$ cat src/rtl/div1_run_ctrl.sv
// div1_run_ctrl: drives the CPU reciprocal run handshake and data memory,
// and checks the CPU result against a built-in restoring divider.
module div1_run_ctrl #(
  parameter int unsigned START_HOLD  = 2,
  parameter int unsigned INIT_HOLD   = 2,
  parameter int unsigned TIMEOUT_CYC = 4096
) (
  input  logic        Clk,
  input  logic        Reset,
  input  logic        go,
  input  logic [15:0] divisor,
  output logic        busy,
  output logic        done,
  output logic        pass,
  output logic        timeout,
  output logic [15:0] expected,
  output logic [15:0] result_dut,
  output logic        dut_init,
  output logic        dut_start,
  input  logic        dut_ack,
  output logic        dm_we,
  output logic [7:0]  dm_addr,
  output logic [7:0]  dm_wdata,
  input  logic [7:0]  dm_rdata
);

  typedef enum logic [3:0] {
    S_IDLE, S_WR_HI, S_WR_LO, S_START, S_INIT,
    S_RUN, S_RD_HI, S_RD_LO, S_WAIT_DIV, S_DONE
  } state_e;

  localparam logic [31:0] SH = 32'(START_HOLD);
  localparam logic [31:0] IH = 32'(INIT_HOLD);
  localparam logic [31:0] TO = 32'(TIMEOUT_CYC);

  state_e      state_q, state_d;
  logic [31:0] cnt_q, cnt_d;
  logic [15:0] div_q, div_d;
  logic        pass_q, pass_d;
  logic        tmo_q, tmo_d;
  logic [15:0] res_q, res_d;
  logic [15:0] rem_q, rem_d;
  logic [15:0] quo_q, quo_d;
  logic [4:0]  dcnt_q, dcnt_d;
  logic [16:0] rem_sh;
  logic        accept;

  assign accept     = (state_q == S_IDLE) && go;
  assign pass       = pass_q;
  assign timeout    = tmo_q;
  assign result_dut = res_q;
  assign expected   = quo_q;

  // Control FSM: handshake sequencing, DM port and result capture
  always_comb begin
    state_d   = state_q;
    cnt_d     = cnt_q;
    div_d     = div_q;
    pass_d    = pass_q;
    tmo_d     = tmo_q;
    res_d     = res_q;
    busy      = 1'b1;
    done      = 1'b0;
    dut_init  = 1'b1;
    dut_start = 1'b0;
    dm_we     = 1'b0;
    dm_addr   = 8'd0;
    dm_wdata  = 8'd0;
    unique case (state_q)
      S_IDLE: begin
        busy = 1'b0;
        if (go) begin
          div_d   = divisor;
          pass_d  = 1'b0;
          tmo_d   = 1'b0;
          state_d = S_WR_HI;
        end
      end
      S_WR_HI: begin
        dm_we     = 1'b1;
        dm_addr   = 8'd8;
        dm_wdata  = div_q[15:8];
        dut_start = 1'b1;
        state_d   = S_WR_LO;
      end
      S_WR_LO: begin
        dm_we     = 1'b1;
        dm_addr   = 8'd9;
        dm_wdata  = div_q[7:0];
        dut_start = 1'b1;
        cnt_d     = '0;
        if (SH != 0)      state_d = S_START;
        else if (IH != 0) state_d = S_INIT;
        else              state_d = S_RUN;
      end
      S_START: begin
        dut_start = 1'b1;
        if (cnt_q == SH - 32'd1) begin
          cnt_d   = '0;
          state_d = (IH != 0) ? S_INIT : S_RUN;
        end else begin
          cnt_d = cnt_q + 32'd1;
        end
      end
      S_INIT: begin
        if (cnt_q == IH - 32'd1) begin
          cnt_d   = '0;
          state_d = S_RUN;
        end else begin
          cnt_d = cnt_q + 32'd1;
        end
      end
      S_RUN: begin
        dut_init = 1'b0;
        if (dut_ack) begin
          state_d = S_RD_HI;
        end else if (TO != 0 && cnt_q == TO - 32'd1) begin
          tmo_d   = 1'b1;
          res_d   = '0;
          state_d = S_WAIT_DIV;
        end else begin
          cnt_d = cnt_q + 32'd1;
        end
      end
      S_RD_HI: begin
        dut_init    = 1'b0;
        dm_addr     = 8'd10;
        res_d[15:8] = dm_rdata;
        state_d     = S_RD_LO;
      end
      S_RD_LO: begin
        dut_init   = 1'b0;
        dm_addr    = 8'd11;
        res_d[7:0] = dm_rdata;
        state_d    = S_WAIT_DIV;
      end
      S_WAIT_DIV: begin
        dut_init = 1'b0;
        if (dcnt_q == 5'd0) begin
          pass_d  = (res_q == quo_q) && !tmo_q;
          state_d = S_DONE;
        end
      end
      S_DONE: begin
        dut_init = 1'b0;
        done     = 1'b1;
        state_d  = S_IDLE;
      end
      default: state_d = S_IDLE;
    endcase
  end

  // Restoring divider for 2^15 / divisor, one quotient bit per cycle
  always_comb begin
    rem_d  = rem_q;
    quo_d  = quo_q;
    dcnt_d = dcnt_q;
    rem_sh = {rem_q, quo_q[15]};
    if (accept) begin
      rem_d = '0;
      if (divisor == 16'd0) begin
        quo_d  = 16'hFFFF;
        dcnt_d = 5'd0;
      end else begin
        quo_d  = 16'h8000;
        dcnt_d = 5'd16;
      end
    end else if (dcnt_q != 5'd0) begin
      dcnt_d = dcnt_q - 5'd1;
      if (rem_sh >= {1'b0, div_q}) begin
        rem_d = 16'(rem_sh - {1'b0, div_q});
        quo_d = {quo_q[14:0], 1'b1};
      end else begin
        rem_d = rem_sh[15:0];
        quo_d = {quo_q[14:0], 1'b0};
      end
    end
  end

  // State and datapath registers
  always_ff @(posedge Clk or negedge Reset) begin
    if (!Reset) begin
      state_q <= S_IDLE;
      cnt_q   <= '0;
      div_q   <= '0;
      pass_q  <= 1'b0;
      tmo_q   <= 1'b0;
      res_q   <= '0;
      rem_q   <= '0;
      quo_q   <= '0;
      dcnt_q  <= '0;
    end else begin
      state_q <= state_d;
      cnt_q   <= cnt_d;
      div_q   <= div_d;
      pass_q  <= pass_d;
      tmo_q   <= tmo_d;
      res_q   <= res_d;
      rem_q   <= rem_d;
      quo_q   <= quo_d;
      dcnt_q  <= dcnt_d;
    end
  end

endmodule

$ cat config.mk
export PLATFORM = sky130hd
export DESIGN_NAME = div1_run_ctrl
export DESIGN_NICKNAME = d
export VERILOG_FILES = /design/src/rtl/div1_run_ctrl.sv
export SDC_FILE = /design/constraint.sdc
export NUM_CORES = 1
export LEC_CHECK = 0
export CORE_MARGIN = 5
export CORE_UTILIZATION = 50
export CTS_CLUSTER_SIZE = 12
export DETAILED_ROUTE_END_ITERATION = 12
export HOLD_SLACK_MARGIN = 0.05
export PLACE_DENSITY = 0.82
export SKIP_LAST_GASP = 1
export SYNTH_ARGS = -nofsm -noshare
export SYNTH_HDL_FRONTEND = slang
export SYNTH_SLANG_ARGS = --single-unit
$ cat constraint.sdc
create_clock -name Clk -period 3.6 [get_ports Clk]
set_input_delay 0.54 -clock Clk [delete_from_list [all_inputs] [get_ports Clk]]
set_output_delay 0.54 -clock Clk [all_outputs]
set_load 0.1 [all_outputs]
==> metrics.txt, run 1 <==
CP bufs+invs=0; DIE HEIGHT=122 um; CP Depth=7; dpl hpwl=approximately 12000 um; Post-route DRC=0; worst hold path type=input port to async pin; Worst EP required=3.81 ns; Mapped Avg Cell Area=8.81 um^2; end of the worst register-to-register path=cnt_q[9]$_DFFE_PN0P_; reg2reg start=cnt_q[0]$_DFFE_PN0P_; latest clock arrival within the worst-skew pair=0.35 ns; post-synth top area cell=dfrtp_1; htree depth=3; critical path class=register to register; antenna-violating nets left=0; layout net count=827; DIE AREA=15000 um^2; sequential share of the synthesized area=0.425; critical path startpoint category=register; Hold-fix buffers, CTS=0; synthesized cell area=6310 um^2; area added between synthesis and finish=18.4%; Iter 0 DRT Violations=719; Post-DP Area=7180 um^2; Synth cell types=61; CP Launch Point=cnt_q[0]$_DFFE_PN0P_; clock transition at the registers of the reported paths=0.07 ns; gpl congestion=0.988; Max Clk Rate=0.322 GHz; most frequent cells in the layout=dfrtp_1 (107), nand2_1 (80), o21ai_0 (76); RSZ-0062 raised after global routing=no; critical path's slowest cell=or4_1; Seq cells post-synth=107; mux cell area share after synthesis=0.0246; commonest non-fill, non-tap cell in the layout=dfrtp_1; crit path to=cnt_q[9]$_DFFE_PN0P_; initial core utilization=0.504; std cell rows=41; clk sinks=107; largest family of logic cells by synthesized area=compound AO/OA/AOI/OAI gates; CTS tree=done; Inserted Diodes=0; WP data arrival=roughly 3.3 ns; CTS Buf Count=9; max cap viols=0; Post-CTS Setup Repair Bufs=0; relative slew slack=0.290; worst-path cell chain=ha_1, nand3_2, or4_1, or4_4, a21oi_4, or2_1, o31ai_1; Finished Cell Area=7470 um^2; post-synthesis xor/xnor area fraction=0.0403; vias in the first global route=5540; # setup viols final=0; first-pass GRT wire length=27800 um; transition time of the tightest slew-check pin=1.06 ns; DR vias/cell=6.15; Synth top area share=0.425; root buf cell=clkbuf_16; FFs w/ async S/R, synth=1.00; Hold Vio Cnt, Final=0; Die W=122 um; CORE AREA=12500 um^2; Synthesis Warnings=0; number of enable flip-flop cells after synthesis=0; antenna violations before repair=0; Critical Path End Type=register; WL final=about 17000 um; port bufs=77; simple-gate portion of the synthesized area=0.199; Max Root-Sink Buffers=2; 1st-pass router iterations=5; Post-Route Setup TNS=0 ns; Adder-Cell Fraction of Synth Area=0.0428; r2r worst-path depth=7; compound-cell area share of the yosys netlist=0.221; Synth area leaders=dfrtp_1 (42%), o21ai_0 (6.0%), nand2_1 (4.8%); Top delay family on crit path=simple AND/OR/NAND/NOR gates; gr ovfl total=0; Total GRT Usage=0.232; PostCTS Resize Cnt=0; Mapped Cells=716; Crit path largest cell delay=0.65 ns; critical path fanouts, max=17; Worst Skew=0.0110 ns; Routed WL per cell=17.8 um; share of layout cells above drive strength 1=0.0767; Post-synth top flop=dfrtp_1; IO Pins=83; final period utilization=0.864; Pins Over Slew Limit=0; Final Critical Period=3.11 ns; pin count of the biggest net entering global routing=59; reg-to-reg setup timing slack=about 0.5 ns; Vias=5863; status=finished, final reports clean
worst reg2reg max path: stages, from the launching register on:
cell and delay (ns):
dfrtp_1 0.43, ha_1 0.25, nand3_2 0.12, or4_1 0.65
or4_4 0.50, a21oi_4 0.26, or2_1 0.57, o31ai_1 0.18
kinds of logic (layout without fill, tap and decap cells):
group	after synthesis	count (layout)
AO/OA/AOI/OAI	224	224
XOR/XNOR	29	29
adder cells (fa/ha/maj)	21	21
buffers and inverters	68	130
flip-flops	107	107
multiplexers	15	15
other	1	5
AND/OR/NAND/NOR	251	251
final cells by class:
class | instances | area, um^2
fill | 1075 | 5050
inverter | 24 | 90.1
tap | 172 | 215
clock inverter | 4 | 51.3
clock buffer | 11 | 243
multi-input combinational | 545 | 3360
timing repair buffer | 91 | 833
sequential | 107 | 2680
flip-flops by register name, indices dropped and copies added, names as in the netlist:
| name | flops |
|---|---|
| cnt_q | 32 |
| dcnt_q | 5 |
| div_q | 16 |
| expected | 16 |
| pass | 1 |
| rem_q | 16 |
| result_dut | 16 |
| state_q | 4 |
| timeout | 1 |
Yosys cell counts (all sizes together) (8+ instances only):
master	instances
nand2	80
nand3	19
nor4	16
a22oi	8
nor3	12
a21oi	41
o21ai	83
ha	20
nor2	53
a22o	17
nor2b	13
nand4	10
buf	14
clkbuf	30
and2	9
dfrtp	107
xnor2	22
a31oi	24
inv	24
nand2b	8
mux2i	11
o31ai	16
through the flow:
| step | worst slack, ns | util | hold slack, ns | cells |
|---|---|---|---|---|
| floorplan | 0.00204 | - | 0.244 | 720 |
| global placement | 0.660 | 0.573 | 0.479 | 939 |
| detailed placement | 0.551 | 0.573 | 0.485 | 939 |
| CTS | 0.523 | 0.597 | 0.274 | 954 |
| global route | 0.348 | 0.597 | 0.311 | 954 |
| finish | 0.490 | 0.597 | 0.253 | 954 |
how the worst min path moves through the flow:
| stage | slack, ns | to |
|---|---|---|
| global placement | 0.48 | cnt_q[31]$_DFFE_PN0P_ |
| detailed placement | 0.49 | cnt_q[29]$_DFFE_PN0P_ |
| CTS | 0.27 | cnt_q[2]$_DFFE_PN0P_ |
| floorplan | 0.24 | cnt_q[0]$_DFFE_PN0P_ |
| finish | 0.25 | cnt_q[2]$_DFFE_PN0P_ |
| global route | 0.31 | cnt_q[3]$_DFFE_PN0P_ |
metal layers:
metal | routed length, um | vias up | track usage
met1 | 7590 | 2823 | 0.326
met4 | 442 | 0 | 0.0840
li1 | - | 2712 | -
met2 | 7670 | 280 | 0.363
met5 | 0 | - | 0
met3 | 1290 | 48 | 0.0382
Power of run 1 is not shown: default switching activity piles up to over one toggle a cycle in this logic, so the estimate is an artifact.
==> run 2: changes to the inputs <==
--- a/config.mk
+++ b/config.mk
@@ -7,10 +7,10 @@
 export LEC_CHECK = 0
 export CORE_MARGIN = 5
 export CORE_UTILIZATION = 50
-export CTS_CLUSTER_SIZE = 12
+export CTS_CLUSTER_SIZE = 8
 export DETAILED_ROUTE_END_ITERATION = 12
 export HOLD_SLACK_MARGIN = 0.05
-export PLACE_DENSITY = 0.82
+export PLACE_DENSITY = 0.73
 export SKIP_LAST_GASP = 1
 export SYNTH_ARGS = -nofsm -noshare
 export SYNTH_HDL_FRONTEND = slang
==> run 2 against run 1 <==
Flip-flop and latch count stayed put. Cell area is 0.70% higher. Critical path depth is 1 higher. Non-clock buffer count is 1 higher. Maximum frequency is 4.8% higher. First-iteration DRC count is 32% lower. Global-route usage is 0.70 points lower. Critical path type unchanged.
==> metrics.txt, run 2 (synthesis gave the netlist of run 1 again) <==
max cap viols=0 (unchanged); dpl hpwl=12000 um (-0.94%); # setup viols final=0 (unchanged); gr ovfl total=0 (unchanged); IO Pins=83 (unchanged); DIE AREA=15000 um^2 (unchanged); Crit path largest cell delay=0.65 ns (about the same); Routed WL per cell=17.2 um (-3.7%); commonest non-fill, non-tap cell in the layout=dfrtp_1; most frequent cells in the layout=dfrtp_1 (107), nand2_1 (80), o21ai_0 (76); Post-Route Setup TNS=0 ns (unchanged); RSZ-0062 raised after global routing=no; pin count of the biggest net entering global routing=63 (+6.8%); vias in the first global route=5370 (-3.1%); Worst Skew=0.00624 ns (-0.00477 ns); critical path startpoint category=register; Multi-input gate area=3360 um^2 (unchanged); first-pass GRT wire length=27000 um (-2.7%); std cell rows=41 (unchanged); relative slew slack=0.337 (+0.0470); critical path's slowest cell=or4_1; FILL cells=1090 (+1.4%); WP data arrival=3.20 ns (-0.12 ns); met1 Use GR=0.302 (-0.0238); critical path fanouts, max=12 (-5); antenna-violating nets left=0 (unchanged); initial core utilization=0.504 (unchanged); Total GRT Usage=0.225 (-0.00697); Critical Path End Type=register; htree depth=3 (unchanged); critical path class=register to register; 1st-pass router iterations=5 (unchanged); WL final=16400 um (-3.5%); latest clock arrival within the worst-skew pair=0.35 ns (about the same); PostCTS Resize Cnt=0 (unchanged); root buf cell=clkbuf_16; worst hold path type=input port to async pin; max reg flops=32 (unchanged); antenna violations before repair=0 (unchanged); CTS Buf Count=9 (unchanged); Top delay family on crit path=simple AND/OR/NAND/NOR gates; Worst EP required=3.83 ns (+0.02 ns); gpl congestion=0.913 (-7.6%); Hold Vio Cnt, Final=0 (unchanged); Register Area=2680 um^2 (unchanged); Final Critical Period=2.97 ns (-0.142 ns); CTS tree=done; Iter 0 DRT Violations=486 (-32%); Inserted Diodes=0 (unchanged); worst-path cell chain=ha_1, nand3_2, or4_1, or4_4, a21oi_4, or2_1, buf_4, o31ai_1; CP bufs+invs=1 (+1); Max Clk Rate=0.337 GHz (+4.8%); Post-CTS Setup Repair Bufs=0 (unchanged); port bufs=77 (unchanged); GRT busiest layer=met2; transition time of the tightest slew-check pin=0.992 ns (-0.0697 ns); Hold-fix buffers, CTS=0 (unchanged); Top reg by flops=cnt_q; Vias=5677 (-3.2%); clk sinks=107 (unchanged); clock transition at the registers of the reported paths=0.07 ns (about the same); routing usage on met2=0.372 (+0.00893); CORE AREA=12500 um^2 (unchanged); status=finished, final reports clean; area added between synthesis and finish=19.3%; share of layout cells above drive strength 1=0.0804 (+0.00363); Post-route DRC=0 (unchanged); DIE HEIGHT=122 um (unchanged); Pins Over Slew Limit=0 (unchanged); layout net count=828 (+0.12%); Die W=122 um (unchanged); DR vias/cell=5.94 (-3.4%); Max Root-Sink Buffers=2 (unchanged); final period utilization=0.824 (-0.0393); met3 usage=0.0313 (-0.00691)
==> run 2: metrics by stage <==
stage	cell area (um^2)	utilization	instances	hold WS [ns]	worst slack [ns]
detailed placement	7200	0.575	940	0.479	0.635
finish	7520	0.601	956	0.274	0.632
floorplan	6320	-	720	0.244	0.00204
global route	7520	0.601	956	0.342	0.427
CTS	7520	0.601	956	0.295	0.633
global placement	7200	0.575	940	0.468	0.777
==> run 2: path summary, 6_finish.rpt <==
kind,start,slack (ns),endpoint,cells past startpoint
max,cnt_q[0]$_DFFE_PN0P_,0.63,cnt_q[7]$_DFFE_PN0P_,8
min in group Clk,cnt_q[31]$_DFFE_PN0P_,0.50,cnt_q[31]$_DFFE_PN0P_,1
min,Reset,0.27,rem_q[14]$_DFFE_PN0P_,1
max in group asynchronous,Reset,2.61,cnt_q[10]$_DFFE_PN0P_,2
min reg2reg,cnt_q[31]$_DFFE_PN0P_,0.50,cnt_q[31]$_DFFE_PN0P_,1
max reg2reg,cnt_q[0]$_DFFE_PN0P_,0.63,cnt_q[7]$_DFFE_PN0P_,8
==> run 2: area by class of cell <==
type,count,area share
Sequential cell,107,0.356
Clock buffer,9,0.0299
Tap cell,172,0.0286
Multi-Input combinational cell,545,0.447
Inverter,24,0.0120
Clock inverter,7,0.0135
Timing Repair Buffer,92,0.113
==> run 2: per-layer routing <==
metal / up-vias / part of all wire
li1: 2724 / -
met1: 2768 / 0.45
met2: 162 / 0.48
met3: 23 / 0.047
met4: 0 / 0.018
met5: - / 0
Power of run 2 is left out for the same reason.
==> run 3: changes to the inputs <==
==> constraint.sdc (replaced) <==
create_clock -name Clk -period 3 [get_ports Clk]
set_input_delay 0.45 -clock Clk [delete_from_list [all_inputs] [get_ports Clk]]
set_output_delay 0.45 -clock Clk [all_outputs]
set_load 0.1 [all_outputs]
==> run 3 against run 2 <==
Utilization is 0.99 points higher. Global-route usage is 0.85 points higher. Cell area is 1.6% higher. Register-to-register slack worse by 0.48 ns. Maximum frequency is 4.3% higher. Sequential share of layout area is 0.56 points lower. Clock skew is 0.0028 ns higher. Critical path type unchanged. Largest cell class unchanged.
==> metrics.txt, run 3 (synthesis gave the netlist of run 1 again) <==
IO Pins=83 (unchanged); DIE HEIGHT=122 um (unchanged); WL final=17400 um (+6.1%); latest clock arrival within the worst-skew pair=0.36 ns (about the same); std cell rows=41 (unchanged); CORE AREA=12500 um^2 (unchanged); Pins Over Slew Limit=0 (unchanged); Vias=5853 (+3.1%); Place WS=0.118 ns (-0.517 ns); gpl congestion=0.935 (+2.4%); most frequent cells in the layout=dfrtp_1 (106), nand2_1 (80), o21ai_0 (76); cell depth of the worst min-delay path=1; Critical Path End Type=register; max cap viols=0 (unchanged); pin count of the biggest net entering global routing=86 (+37%); gr ovfl total=0 (unchanged); Top reg by flops=cnt_q; status=finished, final reports clean; Inserted Diodes=0 (unchanged); relative slew slack=0.412 (+0.0748); CTS tree=done; critical path fanouts, max=16 (+4); clock transition at the registers of the reported paths=0.07 ns (about the same); Final Critical Period=2.85 ns (-0.122 ns); RSZ-0062 raised after global routing=no; r2r worst-path depth=9 (+1); 1st-pass router iterations=5 (unchanged); Met3 Routed Length=1080 um (+39%); Routed WL per cell=17.9 um (+4.6%); Met1 Wirelength=7670 um (+3.6%); initial core utilization=0.504 (unchanged); clk sinks=107 (unchanged); Hold Vio Cnt, Final=0 (unchanged); max reg flops=32 (unchanged); critical path startpoint category=register; dpl hpwl=12700 um (+5.4%); # setup viols final=0 (unchanged); uppermost layer routed=met4; Finished Layout Cells=970 (+1.5%); end of the worst register-to-register path=rem_q[0]$_DFFE_PN0P_; port bufs=77 (unchanged); transition time of the tightest slew-check pin=0.880 ns (-0.112 ns); Max Clk Rate=0.351 GHz (+4.3%); commonest non-fill, non-tap cell in the layout=dfrtp_1; reg-to-reg setup timing slack=0.15 ns (-0.48 ns); Hold EP=cnt_q[31]$_DFFE_PN0P_; Crit path largest cell delay=0.44 ns (-0.21 ns); vias in the first global route=5518 (+2.8%); final period utilization=0.949 (+0.124); layout net count=842 (+1.7%); Worst Skew=0.00904 ns (+0.00281 ns); DIE AREA=15000 um^2 (unchanged); area added between synthesis and finish=21.2%; Post-Route Setup TNS=0 ns (unchanged); DR vias/cell=6.03 (+1.6%); Die W=122 um (unchanged); Total GRT Usage=0.233 (+0.00846); worst hold path type=register to register; Iter 0 DRT Violations=434 (-11%); share of layout cells above drive strength 1=0.143 (+0.0625); critical path's slowest cell=dfrtp_1; Post-Route Utilization=0.611 (+0.00990); CTS Buf Count=9 (unchanged); Max Root-Sink Buffers=2 (unchanged); worst-path cell chain=inv_1, ha_1, nor2b_1, o31ai_1, a211o_1, a31oi_2, buf_4, mux2_2, a21oi_1; met2 WL=8290 um (+4.4%); Post-route DRC=0 (unchanged); antenna violations before repair=0 (unchanged); final worst slack=0.154 ns (-0.478 ns); HP Start=cnt_q[31]$_DFFE_PN0P_; antenna-violating nets left=0 (unchanged); htree depth=3 (unchanged); WP data arrival=3.12 ns (-0.08 ns); first-pass GRT wire length=28000 um (+3.4%); reg2reg start=div_q[1]$_DFFE_PN0P_; dpl cells=951 (+1.2%); root buf cell=clkbuf_16; Worst EP required=3.27 ns (-0.56 ns); critical path class=register to register
==> run 3: cell types whose count changed in the layout (fill, tap and decap cells not counted), moves of 2 or more <==
cell | before | now
bufinv_16 | 2 | 0
buf_12 | 1 | 11
clkdlybuf4s50_1 | 60 | 26
buf_4 | 31 | 68
clkbuf_8 | 0 | 2
==> run 3: worst max-delay path: cells and delay by family (launching register included) <==
family          cells  cell delay, ns
fa+ha+maj           1            0.30
buf+inv             2            0.42
mux                 1            0.39
flops               1            0.44
compound gates      4            0.92
simple gates        1            0.28
==> run 3: how the worst max path moves through the flow <==
stage / slack, ns / to / cells past startpoint / startpoint
2_1_floorplan: 0.001 / dm_addr[3] / 6 / state_q[0]$_DFFE_PN0P_
3_3_place_gp: 0.21 / state_q[0]$_DFFE_PN0P_ / 8 / cnt_q[0]$_DFFE_PN0P_
3_5_place_dp: 0.12 / cnt_q[30]$_DFFE_PN0P_ / 8 / cnt_q[0]$_DFFE_PN0P_
4_1_cts: 0.12 / state_q[0]$_DFFE_PN0P_ / 8 / cnt_q[0]$_DFFE_PN0P_
5_1_grt: 0.04 / rem_q[0]$_DFFE_PN0P_ / 9 / div_q[1]$_DFFE_PN0P_
6_report: 0.15 / rem_q[0]$_DFFE_PN0P_ / 9 / div_q[1]$_DFFE_PN0P_
==> run 3: layer usage <==
metal	track usage	up-vias
met1	0.316	2868
met5	0	-
met3	0.0355	31
met4	0.0812	0
met2	0.383	217
li1	-	2737
==> run 3: what timing repair did <==
action	4_1_cts	5_1_grt
hold buffers	1	0
endpoints found under the hold margin	22	0
setup endpoints to repair	0	19
gates resized for setup	0	1
buffers inserted	0	2
==> run 3: stage by stage <==
step           instance area [um^2]  hold WS (ns)
2_1_floorplan                  6330         0.154
3_3_place_gp                   7330         0.367
3_5_place_dp                   7330         0.371
4_1_cts                        7630         0.498
5_1_grt                        7650         0.539
6_report                       7650         0.500
==> run 3: layout make-up <==
cell class / count / area, um^2
inverters: 24 / 90.1
fillers: 1074 / 4870
clock buffers: 11 / 253
repair buffers: 106 / 1000
well taps: 172 / 215
flip-flops and latches: 107 / 2680
multi-input cells: 545 / 3370
clock inverters: 5 / 35.0
Power of run 3 is left out for the same reason.
